===== src/rtl/crack_result_collector.sv =====
// ---------------------------------------------------------------------------
// crack_result_collector
//
// Collection stage behind the multicore RC4 key-search array. It watches
// every core's success and exhaustion flags. It latches exactly one winning
// key, with the lowest core index winning any tie. It raises a global done
// that halts all cores, and it records how many search cycles elapsed before
// the decision. All outputs are registered, so the display logic can use
// them directly.
//
// Ports:
//   clk               system clock, rising edge
//   rst               synchronous active-high reset
//   real_cracked      per-core "verified key found" flags
//   failed            per-core "key slice exhausted" flags
//   final_secret_key  flattened candidate keys, core i at [i*KEY_WIDTH +: KEY_WIDTH]
//   done              high once a key is found or every core has failed
//   found             a winning key has been latched
//   exhausted         every core failed and no key was found
//   secret_key        latched winning key (0 unless found)
//   winner_core       index of the winning core (0 unless found)
//   elapsed_cycles    search cycles completed before the decision, saturating
// ---------------------------------------------------------------------------
module crack_result_collector #(
    parameter int CORE_NUMBER = 4,
    parameter int KEY_WIDTH   = 24,
    parameter int CNT_WIDTH   = 32,
    localparam int WIN_W      = (CORE_NUMBER > 1) ? $clog2(CORE_NUMBER) : 1
) (
    input  logic                            clk,
    input  logic                            rst,
    input  logic [CORE_NUMBER-1:0]          real_cracked,
    input  logic [CORE_NUMBER-1:0]          failed,
    input  logic [CORE_NUMBER*KEY_WIDTH-1:0] final_secret_key,
    output logic                            done,
    output logic                            found,
    output logic                            exhausted,
    output logic [KEY_WIDTH-1:0]            secret_key,
    output logic [WIN_W-1:0]                winner_core,
    output logic [CNT_WIDTH-1:0]            elapsed_cycles
);

    typedef enum logic [1:0] {
        SEARCH,
        FOUND,
        EXHAUSTED
    } state_e;

    state_e                 state_q, state_d;
    logic [CORE_NUMBER-1:0] fail_seen_q, fail_seen_d;
    logic                   done_q, done_d;
    logic                   found_q, found_d;
    logic                   exhausted_q, exhausted_d;
    logic [KEY_WIDTH-1:0]   key_q, key_d;
    logic [WIN_W-1:0]       win_q, win_d;
    logic [CNT_WIDTH-1:0]   elapsed_q, elapsed_d;

    // Lowest-index core with real_cracked set. Scanning from the top down
    // lets the lowest index overwrite the others.
    logic [KEY_WIDTH-1:0]   pick_key;
    logic [WIN_W-1:0]       pick_idx;
    logic [CORE_NUMBER-1:0] fail_all;

    always_comb begin
        pick_key = '0;
        pick_idx = '0;
        for (int i = CORE_NUMBER - 1; i >= 0; i--) begin
            if (real_cracked[i]) begin
                pick_key = final_secret_key[i*KEY_WIDTH +: KEY_WIDTH];
                pick_idx = WIN_W'(i);
            end
        end
    end

    // A failed pulse counts in the cycle it arrives, so the all-failed
    // decision uses the sticky history OR'd with the current flags.
    assign fail_all = fail_seen_q | failed;

    always_comb begin
        // NOTE: every next-state signal takes its hold value first, so no
        // path through the case below can leave one unassigned (no latches).
        state_d     = state_q;
        fail_seen_d = fail_seen_q;
        done_d      = done_q;
        found_d     = found_q;
        exhausted_d = exhausted_q;
        key_d       = key_q;
        win_d       = win_q;
        elapsed_d   = elapsed_q;

        case (state_q)
            SEARCH: begin
                fail_seen_d = fail_all;
                if (|real_cracked) begin
                    // A success in this cycle wins even if it also completes
                    // the all-failed condition.
                    state_d = FOUND;
                    found_d = 1'b1;
                    done_d  = 1'b1;
                    key_d   = pick_key;
                    win_d   = pick_idx;
                end else if (&fail_all) begin
                    state_d     = EXHAUSTED;
                    exhausted_d = 1'b1;
                    done_d      = 1'b1;
                end else if (elapsed_q != '1) begin
                    // The decision cycle itself is not counted, and the
                    // counter saturates instead of wrapping.
                    elapsed_d = elapsed_q + CNT_WIDTH'(1);
                end
            end
            default: begin
                // FOUND and EXHAUSTED are terminal until reset.
            end
        endcase
    end

    // NOTE: state registers use non-blocking assignments so all of them
    // update together from the values sampled at the same edge.
    always_ff @(posedge clk) begin
        if (rst) begin
            state_q     <= SEARCH;
            fail_seen_q <= '0;
            done_q      <= 1'b0;
            found_q     <= 1'b0;
            exhausted_q <= 1'b0;
            key_q       <= '0;
            win_q       <= '0;
            elapsed_q   <= '0;
        end else begin
            state_q     <= state_d;
            fail_seen_q <= fail_seen_d;
            done_q      <= done_d;
            found_q     <= found_d;
            exhausted_q <= exhausted_d;
            key_q       <= key_d;
            win_q       <= win_d;
            elapsed_q   <= elapsed_d;
        end
    end

    assign done           = done_q;
    assign found          = found_q;
    assign exhausted      = exhausted_q;
    assign secret_key     = key_q;
    assign winner_core    = win_q;
    assign elapsed_cycles = elapsed_q;

endmodule

===== config.mk =====
export PLATFORM = sky130hd
export DESIGN_NAME = crack_result_collector
export DESIGN_NICKNAME = d
export VERILOG_FILES = /design/src/rtl/crack_result_collector.sv
export SDC_FILE = /design/constraint.sdc
export NUM_CORES = 1
export LEC_CHECK = 0
export ABC_CLOCK_PERIOD_IN_PS = 3000
export CAP_MARGIN = 40
export CORE_ASPECT_RATIO = 1.4
export CORE_MARGIN = 2
export CORE_UTILIZATION = 41
export DETAILED_ROUTE_END_ITERATION = 16
export PLACE_DENSITY = 0.81
export SLEW_MARGIN = 20
export SYNTH_ARGS = -nofsm -noshare
export SYNTH_HDL_FRONTEND = slang
export SYNTH_SLANG_ARGS = --single-unit

===== constraint.sdc =====
create_clock -name clk -period 3 [get_ports clk]
set_input_delay 0.45 -clock clk [delete_from_list [all_inputs] [get_ports clk]]
set_output_delay 0.45 -clock clk [all_outputs]
set_load 0.05 [all_outputs]

# Yosys cells after proc, flatten, opt, wreduce, memory -nomap -nowiden

Index checks and enable logic that the tools add are counted.

Reduce and logical (&&, ||, !) cells: 8
Muxes and demuxes: 12
Eq/ne operators: 1
Bitwise gates (word level): 3
Add/sub/neg operators: 1

Operator list:

| kind                  | number |
|---|---|
| $mux 24               | 4 |
| $add 32x1->32 const B | 1 |
| $ne 32x32->1 const B  | 1 |
| $mux 2                | 6 |
| $reduce_and 4->1      | 2 |
| $reduce_and 6->1      | 1 |
| $or 4x4->4            | 1 |
| $reduce_and 2->1      | 2 |
| $reduce_or 4->1       | 1 |
| $logic_not 2->1       | 1 |
| $mux 1                | 2 |
| $not 1->1             | 2 |
| $reduce_bool 2->1     | 1 |

Word-level logic and storage cells: 33
Bits in registers: 67
Bits of input ports: 106
Output and inout port bits: 61

# Logic depth before layout (Yosys ltp)

Depth after elaboration: 4
Mapped depth: 8
Mapped depth without buffers: 6

# Worst setup path before layout

Ideal clock, no wire load.

Kind: reg-to-reg
Start point: register elapsed_q[7], in the netlist elapsed_cycles[7]
End point: register elapsed_q[27], in the netlist elapsed_cycles[27]
Setup slack: 0.503 ns
Period minus slack after synthesis: 2.497 ns
Data required time: 2.929 ns
Library setup time: 0.071 ns
Path buffers: 1
Stages on the path, launching flop included: 7
Arrival time: 2.427 ns
Cell sequence: dfxtp_1 > nand4_1 > nor3_1 > or4b_1 > clkbuf_2 > or4_1 > a21oi_1

Cells in the longest elaborated chain, start to end: 2
Elaborated cells between the ends (all ways): 3
Those cells by class: add/sub: 1; eq/ne: 1; reduce/logical: 1

Ends and longest elaborated chain:

| element                                               | RTL line | source |
|---|---|---|
| start, declared                                       | 56       | `logic [CNT_WIDTH-1:0] elapsed_q, elapsed_d;` |
| start signal, assigned                                | 138      | `elapsed_q <= elapsed_d;` |
| branches (longest 2 deep; another with $add 32x1->32) | n/a      |  |

Several ways; the timed one is not identified.
A chain may end at the register's enable or synchronous reset.

# Worst setup path in the final report

Start point: input port real_cracked[2]
End point: register elapsed_q[29], in the netlist elapsed_cycles[29]

Cells in the longest elaborated chain, start to end: 3

Ends and longest elaborated chain:

| element                    | RTL line | source |
|---|---|---|
| start, declared            | 32       | `input logic [CORE_NUMBER-1:0] real_cracked,` |
| $reduce_or 4->1            | 94       | `if (\|real_cracked) begin` |
| $not 1->1 (no line)        | n/a      |  |
| $reduce_and 4->1 (no line) | n/a      |  |

Every way passes these cells.

==> results.env <==
HTREE_NUM_LEVELS=3
TIMING.SLEW.HEADROOM_PCT=50.93
CAP_VIOLATIONS=0
DRT_ITER0_MARKERS=205
SYNTH_SEQUENTIAL_AREA_RATIO_PCT=39.35
FLOORPLAN.INITIALDENSITY_PCT=42.08
ROUTE.DETAILED.WL_PER_INST_UM=16.26
YOSYSTOPAREACELL='dfxtp_1'
FINALMAXSLEWVIOLATIONS=0
CTS-ROOT-TO-SINK-BUFFERS=2
TIMING_HOLD_VIOLATIONS_FINAL=0
POSTSYNTHCELLCOUNT=430
CORE_UM2=8100
VIAS_IN_THE_FIRST_GLOBAL_ROUTE=3985
ROUTE.ANTENNA.REMAINING_NETS=0
DP_HPWL_UM=8611
DRIVE_GT1_SHARE_PCT=7.215
REPORT.FINAL.SETUP_VIOL=0
POSTCTSSETUPREPAIRBUFS=0
ROW_COUNT=39
CAPTURE_INSTANCE_OF_THE_WORST_REGISTER_TO_REGISTER_PATH='elapsed_cycles[29]'
GP_ROUTABILITY_CONGESTION=0.8755
DIE-HEIGHT_UM=111.9
STATUS='finished clean'
TNS_SETUP_NS=0
VIASPERCELL=5.917
HOLDCRITPATHCLASS='flop to flop'
ASYNC_SET_RESET_FLOP_SHARE_OUT_OF_SYNTHESIS_PCT=0
FLOORPLAN.DIE_AREA_UM2=9068
CRITICAL_PATH.STARTPOINT_TYPE='primary input'
ANTENNA-DIODE-COUNT=0
YS_WARN_COUNT=0
TRITONCTS_CLOCK_TREE='built'
R2R.WORST_PATH.CELLS=6
FIN_UTIL_PCT=67.73
SYNTH.TOP_CELLS.BY_COUNT='67 x dfxtp_1, 62 x a21oi_1, 45 x nor2_1'
GLOBAL_ROUTE.USAGE.TOTAL_PCT=25.92
CRITPATHARRIVALTIME_NS=2.90
FINAL_NET_COUNT=698
WORST_PIN_SLEW_NS=0.7360
FINALCLOCKSKEW_NS=0.005553
AVGSYNTHCELLAREA_UM2=7.926
POST_CTS_RESIZE_COUNT=0
ANTENNA_FOUND_INITIAL=0
REQUIRED_NS=3.25
SYNTH.MOST_COMMON_CELL='dfxtp_1'
ROUTED_VIA_COUNT=4130
PATH_CLASS='primary input to flop'
GRT_FIRST_PASS_WIRELENGTH_UM=18520
CRITPATHCAPTURE='elapsed_cycles[29]'
ROUTE.DETAILED.DRC=0
GRT_SETUP_UNREPAIRED='false'
CTS_MADE_BUFFERS=9
IO-PIN-COUNT=167
DIEWIDTH_UM=81.06
POST-LAYOUT-TOTAL-POWER_uW=2465
PORT_BUFFERS=166
TIMING.FINAL.CRIT_PERIOD_NS=2.648
NETLIST_TOP_CELLS_AREA='dfxtp_1 39%, a21oi_1 9.1%, a221oi_1 6.2%, nor2_1 5.0%, o22ai_1 4.6%'
SYNTH.LIB_CELLS_USED.DISTINCT=39
SYNTH.FF_LATCH_COUNT=67
REG2REG_FROM='elapsed_cycles[7]'
NETLIST.AREA_LEADER.SHARE_PCT=39.35
CTSHOLDBUFFERS=0
CLOCK_SINKS=67
FINAL_MIN_PERIOD_OVER_CLOCK_PERIOD_PCT=88.28
LAYOUT-AREA-OVERHEAD-VS-SYNTH_PCT=60.98
FILLER_CELL_COUNT=695
CELLPOWERDENSITY_nW_PER_UM2=449.2
CLK_PIN_SLEW_WORST_PATHS_NS=0.05
SYN_STD_CELL_AREA_UM2=3408
GRT.OVERFLOW.TOTAL=0
END_KIND='flop'
MAX_CLOCK_FREQ_MHz=377.6
VDD_IR_DROP_MAX_V=0.0003066
POWER_LEAKAGE_uW=0.001862
REG2REG_SLACK_NS=0.61
CRITICAL_PATH.STARTPOINT='real_cracked[2]'
YS.FLOP_TYPE='dfxtp_1'
SYNTH_EDF_COUNT=0
ROUTED_WIRELENGTH_UM=11350
SYNTHESIS.NETS=537
GRT_START_MAX_NET_PINS=51
CLOCK_LATENCY_NS=0.33
WORST-PATH-MAX-FANOUT=17
CLK_ROOT_BUFFER_CELL='clkbuf_16'
DRT-PASS1-ITER-COUNT=4
## area by class of cell
type	count	area, um2	area share [%]
sequential	67	1341	24.45
multi-input combinational	323	1913	34.87
inverter	7	26.28	0.4789
clock buffer	14	264.0	4.812
clock inverter	2	10.01	0.1824
tap	102	127.6	2.326
timing repair buffer	183	1804	32.88
## routing by layer
metal / track usage, % / wire length [um] / up-vias / part of all wire [%]
li1: - / - / 1983 / -
met1: 29.94 / 4482 / 1931 / 39
met2: 43.47 / 5655 / 184 / 50
met3: 5.997 / 846 / 32 / 7.5
met4: 13.79 / 369 / 0 / 3.3
met5: 0 / 0 / - / 0
## metrics by stage
step	setup WS, ns	area, um2	hold slack [ns]	instances
CTS	0.3547	5487	0.4893	698
global placement	0.06609	5197	0.4660	681
detailed placement	0.007258	5213	0.4768	682
global route	0.2302	5487	0.5006	698
floorplan	0.5027	3408	0.4593	430
finish	0.3517	5487	0.4831	698
## placed cells by master (no fill, tap or decap), types with 4 or more instances in the layout
cell type        instances
clkdlybuf4s50_1        165
dfxtp_1                 67
a21oi_1                 62
nor2_1                  45
nor3_1                  29
o22ai_1                 25
a221oi_1                24
nand2_1                 21
nand4_1                 15
buf_4                   15
or3_1                   14
o21ai_0                 12
o31ai_1                 11
or4_1                   11
clkbuf_16                9
nand3_1                  8
inv_1                    7
nor4_1                   4
nand2b_1                 4
a31o_2                   4
xnor2_1                  4
## flip-flops by register name, summed over array words and instances, names as in the netlist
signal          count
winner_core         2
elapsed_cycles     32
fail_seen_q         4
state_q             2
done                1
found               1
exhausted           1
secret_key         24
## worst max-delay path, stage by stage
cell and delay (ns):
clkdlybuf4s50_1 0.54, nor4_4 0.39, o211ai_4 0.12, or4b_1 0.53, buf_4 0.20, or4_1 0.52
a21oi_1 0.15
## kinds of logic (layout without fill, tap and decap cells)
family	after synthesis	after routing	share of synthesized area, %
AND/OR/NAND/NOR	167	167	25.77
multiplexers	2	2	0.6607
flip-flops	67	67	39.35
buffers and inverters	40	206	4.589
adder cells (fa/ha/maj)	1	1	0.3670
XOR/XNOR	4	4	1.028
AO/OA/AOI/OAI	149	149	28.23
## power breakdown
group,internal [uW],switching [uW]
Sequential,932,24.0
Clock,602,362
Combinational,252,294
Total,1790,679
## worst min path at each step
stage,endpoint,startpoint,slack [ns],cells after the start
after floorplan,fail_seen_q[2],fail_seen_q[2],0.46,2
after global placement,secret_key[1],secret_key[1],0.47,2
after detailed placement,secret_key[19],secret_key[19],0.48,2
after CTS,winner_core[1],winner_core[1],0.49,2
after global routing,winner_core[1],winner_core[1],0.50,2
final,secret_key[19],secret_key[19],0.48,2
No activity file was read; power rests on OpenSTA's default activity.
==> RTL change 1 (same flow settings) <==
Re-encode `state_e` (3 states) as one-hot, 3 bits wide.
--- a/src/rtl/crack_result_collector.sv
+++ b/src/rtl/crack_result_collector.sv
@@ -40,10 +40,10 @@
     output logic [CNT_WIDTH-1:0]            elapsed_cycles
 );
 
-    typedef enum logic [1:0] {
-        SEARCH,
-        FOUND,
-        EXHAUSTED
+    typedef enum logic [2:0] {
+        SEARCH    = 3'b001,
+        FOUND     = 3'b010,
+        EXHAUSTED = 3'b100
     } state_e;
 
     state_e                 state_q, state_d;
Function: same outputs for any inputs over 10 cycles, from zero or initial values and one cycle with rst high; not proved beyond that.
==> RTL change 1 against the unedited design <==
Cell area fell by 1.7%. Critical path depth fell by 1. Maximum frequency rose by 9.6%. Sequential cell count rose by 1. Global-route usage fell by 1.2 points. Sequential share of layout area rose by 0.80 points. Power rose by 7.5%. Worst setup slack improved by 0.23 ns. Synthesized area barely moved. Routed wire length fell by 2.6%. Highest routed layer unchanged.
==> RTL change 1: results (changes against the unedited design) <==
- Multi-input gates: 308 (-4.6%)
- P_int: 1870 uW (+4.7%)
- Met1 WL: 4.36 mm (-2.8%)
- First-pass GRT wire length: 17.6 mm (-4.9%)
- Layout cells sized above 1: 0.0664 (-0.00571)
- GRT Total Usage: 0.248 (-0.0116)
- Non-clock buffers: 172 (-6.0%)
- DR WL met3: 845 um (-0.12%)
- Signal buf overhead: 0.318 (-0.0109)
- Clk_buf instances: 13 (-1)
- Initial DRT Pass Iterations: 5 (+1)
- Drt wl/cell: 16.4 um (+0.83%)
- Vias in the first global route: 3,807 (-4.5%)
- Mux cell area share after synthesis: 0.0162 (+0.00956)
- Grt met3 use: 0.0502 (-0.00972)
- Largest net degree at the start of global routing: 50 (-2.0%)
- Sequential-to-total area share from yosys stat: 0.400 (+0.00617)
- Worst slew pin tran: 0.761 ns (+0.0250 ns)
- Maximum vdd drop: 0.000392 V (+28%)
- Routed vias: 3,889 (-5.8%)
- Worst Hold Slack: 0.454 ns (-0.0294 ns)
- R2r startpoint: elapsed_cycles[20]
- Status: finished clean
- Avg Vias per Cell: 5.77 (-2.5%)
- Worst r2r dst: elapsed_cycles[14]
[RTL change 1: through the flow]
step                      power, uW  cell area [sq um]   util  setup slack [ns]
after floorplan                1360               3410      -             0.662
after global placement         1650               5100  0.630             0.382
after detailed placement       1660               5100  0.630             0.269
after CTS                      2660               5390  0.666             0.597
after global routing           2750               5390  0.666             0.451
final                          2650               5390  0.666             0.584
[RTL change 1: worst max-delay path by stage]
stage	endpoint	startpoint	slack (ns)
2_1_floorplan	elapsed_cycles[24]	elapsed_cycles[0]	0.66
3_3_place_gp	elapsed_cycles[21]	real_cracked[3]	0.38
3_5_place_dp	elapsed_cycles[29]	real_cracked[3]	0.27
4_1_cts	elapsed_cycles[29]	real_cracked[3]	0.60
5_1_grt	elapsed_cycles[29]	real_cracked[3]	0.45
6_report	elapsed_cycles[29]	real_cracked[3]	0.58
[RTL change 1: critical path, stage by stage]
cell and delay, ns:
clkdlybuf4s50_1 0.52, nor4_4 0.36, o211ai_1 0.17, a31o_2 0.45
or4_1 0.58, a21oi_1 0.16
==> RTL change 2 (config.mk and constraints unchanged) <==
Made on the original files. The parameter `KEY_WIDTH` goes from 24 to 12.
--- a/src/rtl/crack_result_collector.sv
+++ b/src/rtl/crack_result_collector.sv
@@ -23,7 +23,7 @@
 // ---------------------------------------------------------------------------
 module crack_result_collector #(
     parameter int CORE_NUMBER = 4,
-    parameter int KEY_WIDTH   = 24,
+    parameter int KEY_WIDTH   = 12,
     parameter int CNT_WIDTH   = 32,
     localparam int WIN_W      = (CORE_NUMBER > 1) ? $clog2(CORE_NUMBER) : 1
 ) (
Interface: changed (resized final_secret_key and secret_key); port bits go from 167 to 107. No check against the original RTL was run, so the function may have changed too.
==> RTL change 2 against the unedited design <==
Die area decreased by 19%. Global-route usage down 4.9 points. Power down 40%. Synthesized area is 20% lower. Worst setup slack better by 0.089 ns. First-iteration DRC count fell by 39%. Hold slack got worse by 0.023 ns. Cell area down 28%. Routed wire length decreased by 31%. Maximum frequency up 3.5%. Sequential cell count down 12. Critical endpoint is now elapsed_cycles[19].
==> RTL change 2: results (changes against the unedited design) <==
- Status: finished clean
- # diodes: 0 (unchanged)
- Reg2Reg Depth: 6 (unchanged)
- Slowest cell on crit path: nor4_1
- FFs w/ async S/R, synth: 0 (unchanged)
- Final Net Count: 491 (-30%)
- Initial DRC Count: 126 (-39%)
- P_int: 1060 uW (-41%)
- Pleak: 0.00132 uW (-29%)
- Clock Latency Late Sink: 0.32 ns
- Htree depth: 2 (-1)
- Num CTS Buffers: 5 (-4)
- Syn Nets: 390 (-27%)
- HP Start: secret_key[10]
- Comb pwr: 304 uW (-44%)
- Seq pwr: 768 uW (-20%)
- Arrival time worst endpoint: 2.76 ns (-0.14 ns)
- First-pass GRT wire length: 12.4 mm (-33%)
- Minimum clock period after layout: 2.56 ns (-0.0886 ns)
- Initial antenna violation count: 0 (unchanged)
- Drt wl/cell: 15.6 um (-4.4%)
- Gates resized, CTS repair: 0 (unchanged)
- Largest net degree at the start of global routing: 37 (-27%)
- Worst Hold Slack: 0.460 ns (-0.0231 ns)
- GRT Total Usage: 0.210 (-0.0489)
- RePlAce Congestion: 0.830 (-5.2%)
- Sequential-to-total area share from yosys stat: 0.402 (+0.00884)
- Clk slew on worst S/H paths: 0.09 ns (+0.04 ns)
- Layout cells sized above 1: 0.0577 (-0.0144)
- Post-DP HPWL: 5.96 mm (-31%)
- CTS max path bufs: 2 (unchanged)
- Layout Cells excl Fill: 507 (-27%)
- Pre-CTS setup slack: 0.140 ns (+0.133 ns)
- R2r setup slk: 0.47 ns (-0.14 ns)
- Inst Count DP: 498 (-27%)
- R2r startpoint: elapsed_cycles[0]
- Hold path endpoint: secret_key[10]
- Routed vias: 2,950 (-29%)
- WL met2: 3.98 mm (-30%)
- Met1 WL: 3.08 mm (-31%)
- Yosys warns: 0 (unchanged)
- Crit path from: real_cracked[3]
- Largest cells by area after synthesis: dfxtp_1, a21oi_1, nor2_1
- CP endpoint: elapsed_cycles[19]
- Yosys cell types: 46 (+18%)
- CP peak stage delay: 0.51 ns (-0.03 ns)
- Maximum vdd drop: 0.000273 V (-11%)
- Worst slew pin tran: 0.664 ns (-0.0721 ns)
- Top cell family by delay on the critical path: simple AND/OR/NAND/NOR gates
- FILL cells: 599 (-14%)
- Clock Tree Root: clkbuf_8
- Clock skew: 0.0106 ns (+0.00509 ns)
- Vias in the first global route: 2,791 (-30%)
- Hold/Removal Path Class: reg -> reg
- PortBufs: 106 (-36%)
- Top post-synthesis cells by count: dfxtp_1, a21oi_1, nor2_1, nand2_1
- Avg Cell Area, Syn: 8.27 sq um (+4.3%)
- Largest fanout on the critical path: 19 (+2)
- DR WL met3: 687 um (-19%)
RTL change 2: changes by cell type after synthesis, sizes merged, moves of 8 or more:
cell	change
o22ai	-12
nor2	-10
dfxtp	-12
nor3	-15
clkbuf	-14
a21oi	-18
nand4	-8
a221oi	-12
RTL change 2: cell families (layout without fill, tap and decap cells):
family / count (synthesis) / in the layout / share of synthesized area
AOI/OAI and AO/OA: 102 / 102 / 0.241
xor gates and xnor gates: 7 / 7 / 0.0224
adders and majority gates: 1 / 1 / 0.00457
buffers and inverters: 29 / 131 / 0.0434
DFF: 55 / 55 / 0.402
muxes: 4 / 4 / 0.0160
and+or+nand+nor: 133 / 133 / 0.270
RTL change 2: area by class of cell:
| cell class | instances | area (sq um) | share of cell area |
|---|---|---|---|
| inverter | 10 | 37.5 | 0.00950 |
| clock buffer | 5 | 68.8 | 0.0174 |
| timing repair buffer | 113 | 1110 | 0.281 |
| clock inverter | 3 | 25.0 | 0.00634 |
| multi-input combinational | 247 | 1520 | 0.384 |
| tap | 74 | 92.6 | 0.0234 |
| sequential | 55 | 1100 | 0.279 |
RTL change 2: per-stage QoR:
step / total power, uW / instance area (sq um)
after global placement: 1080 / 3850
after detailed placement: 1090 / 3850
after global routing: 1550 / 3950
final: 1490 / 3950
after CTS: 1500 / 3940
after floorplan: 946 / 2740
RTL change 2: per-layer routing:
layer	track usage	vias to the layer above
met4	0.0826	0
met2	0.394	113
met1	0.216	1364
met3	0.0540	15
met5	0	-
li1	-	1458
RTL change 2: worst register-to-register path: stages (launching register included):
cell and delay [ns]:
dfxtp_1 0.43, ha_1 0.22, nand2_1 0.12, or4_4 0.56
o31ai_4 0.62, nor4_1 0.14, mux2_1 0.33
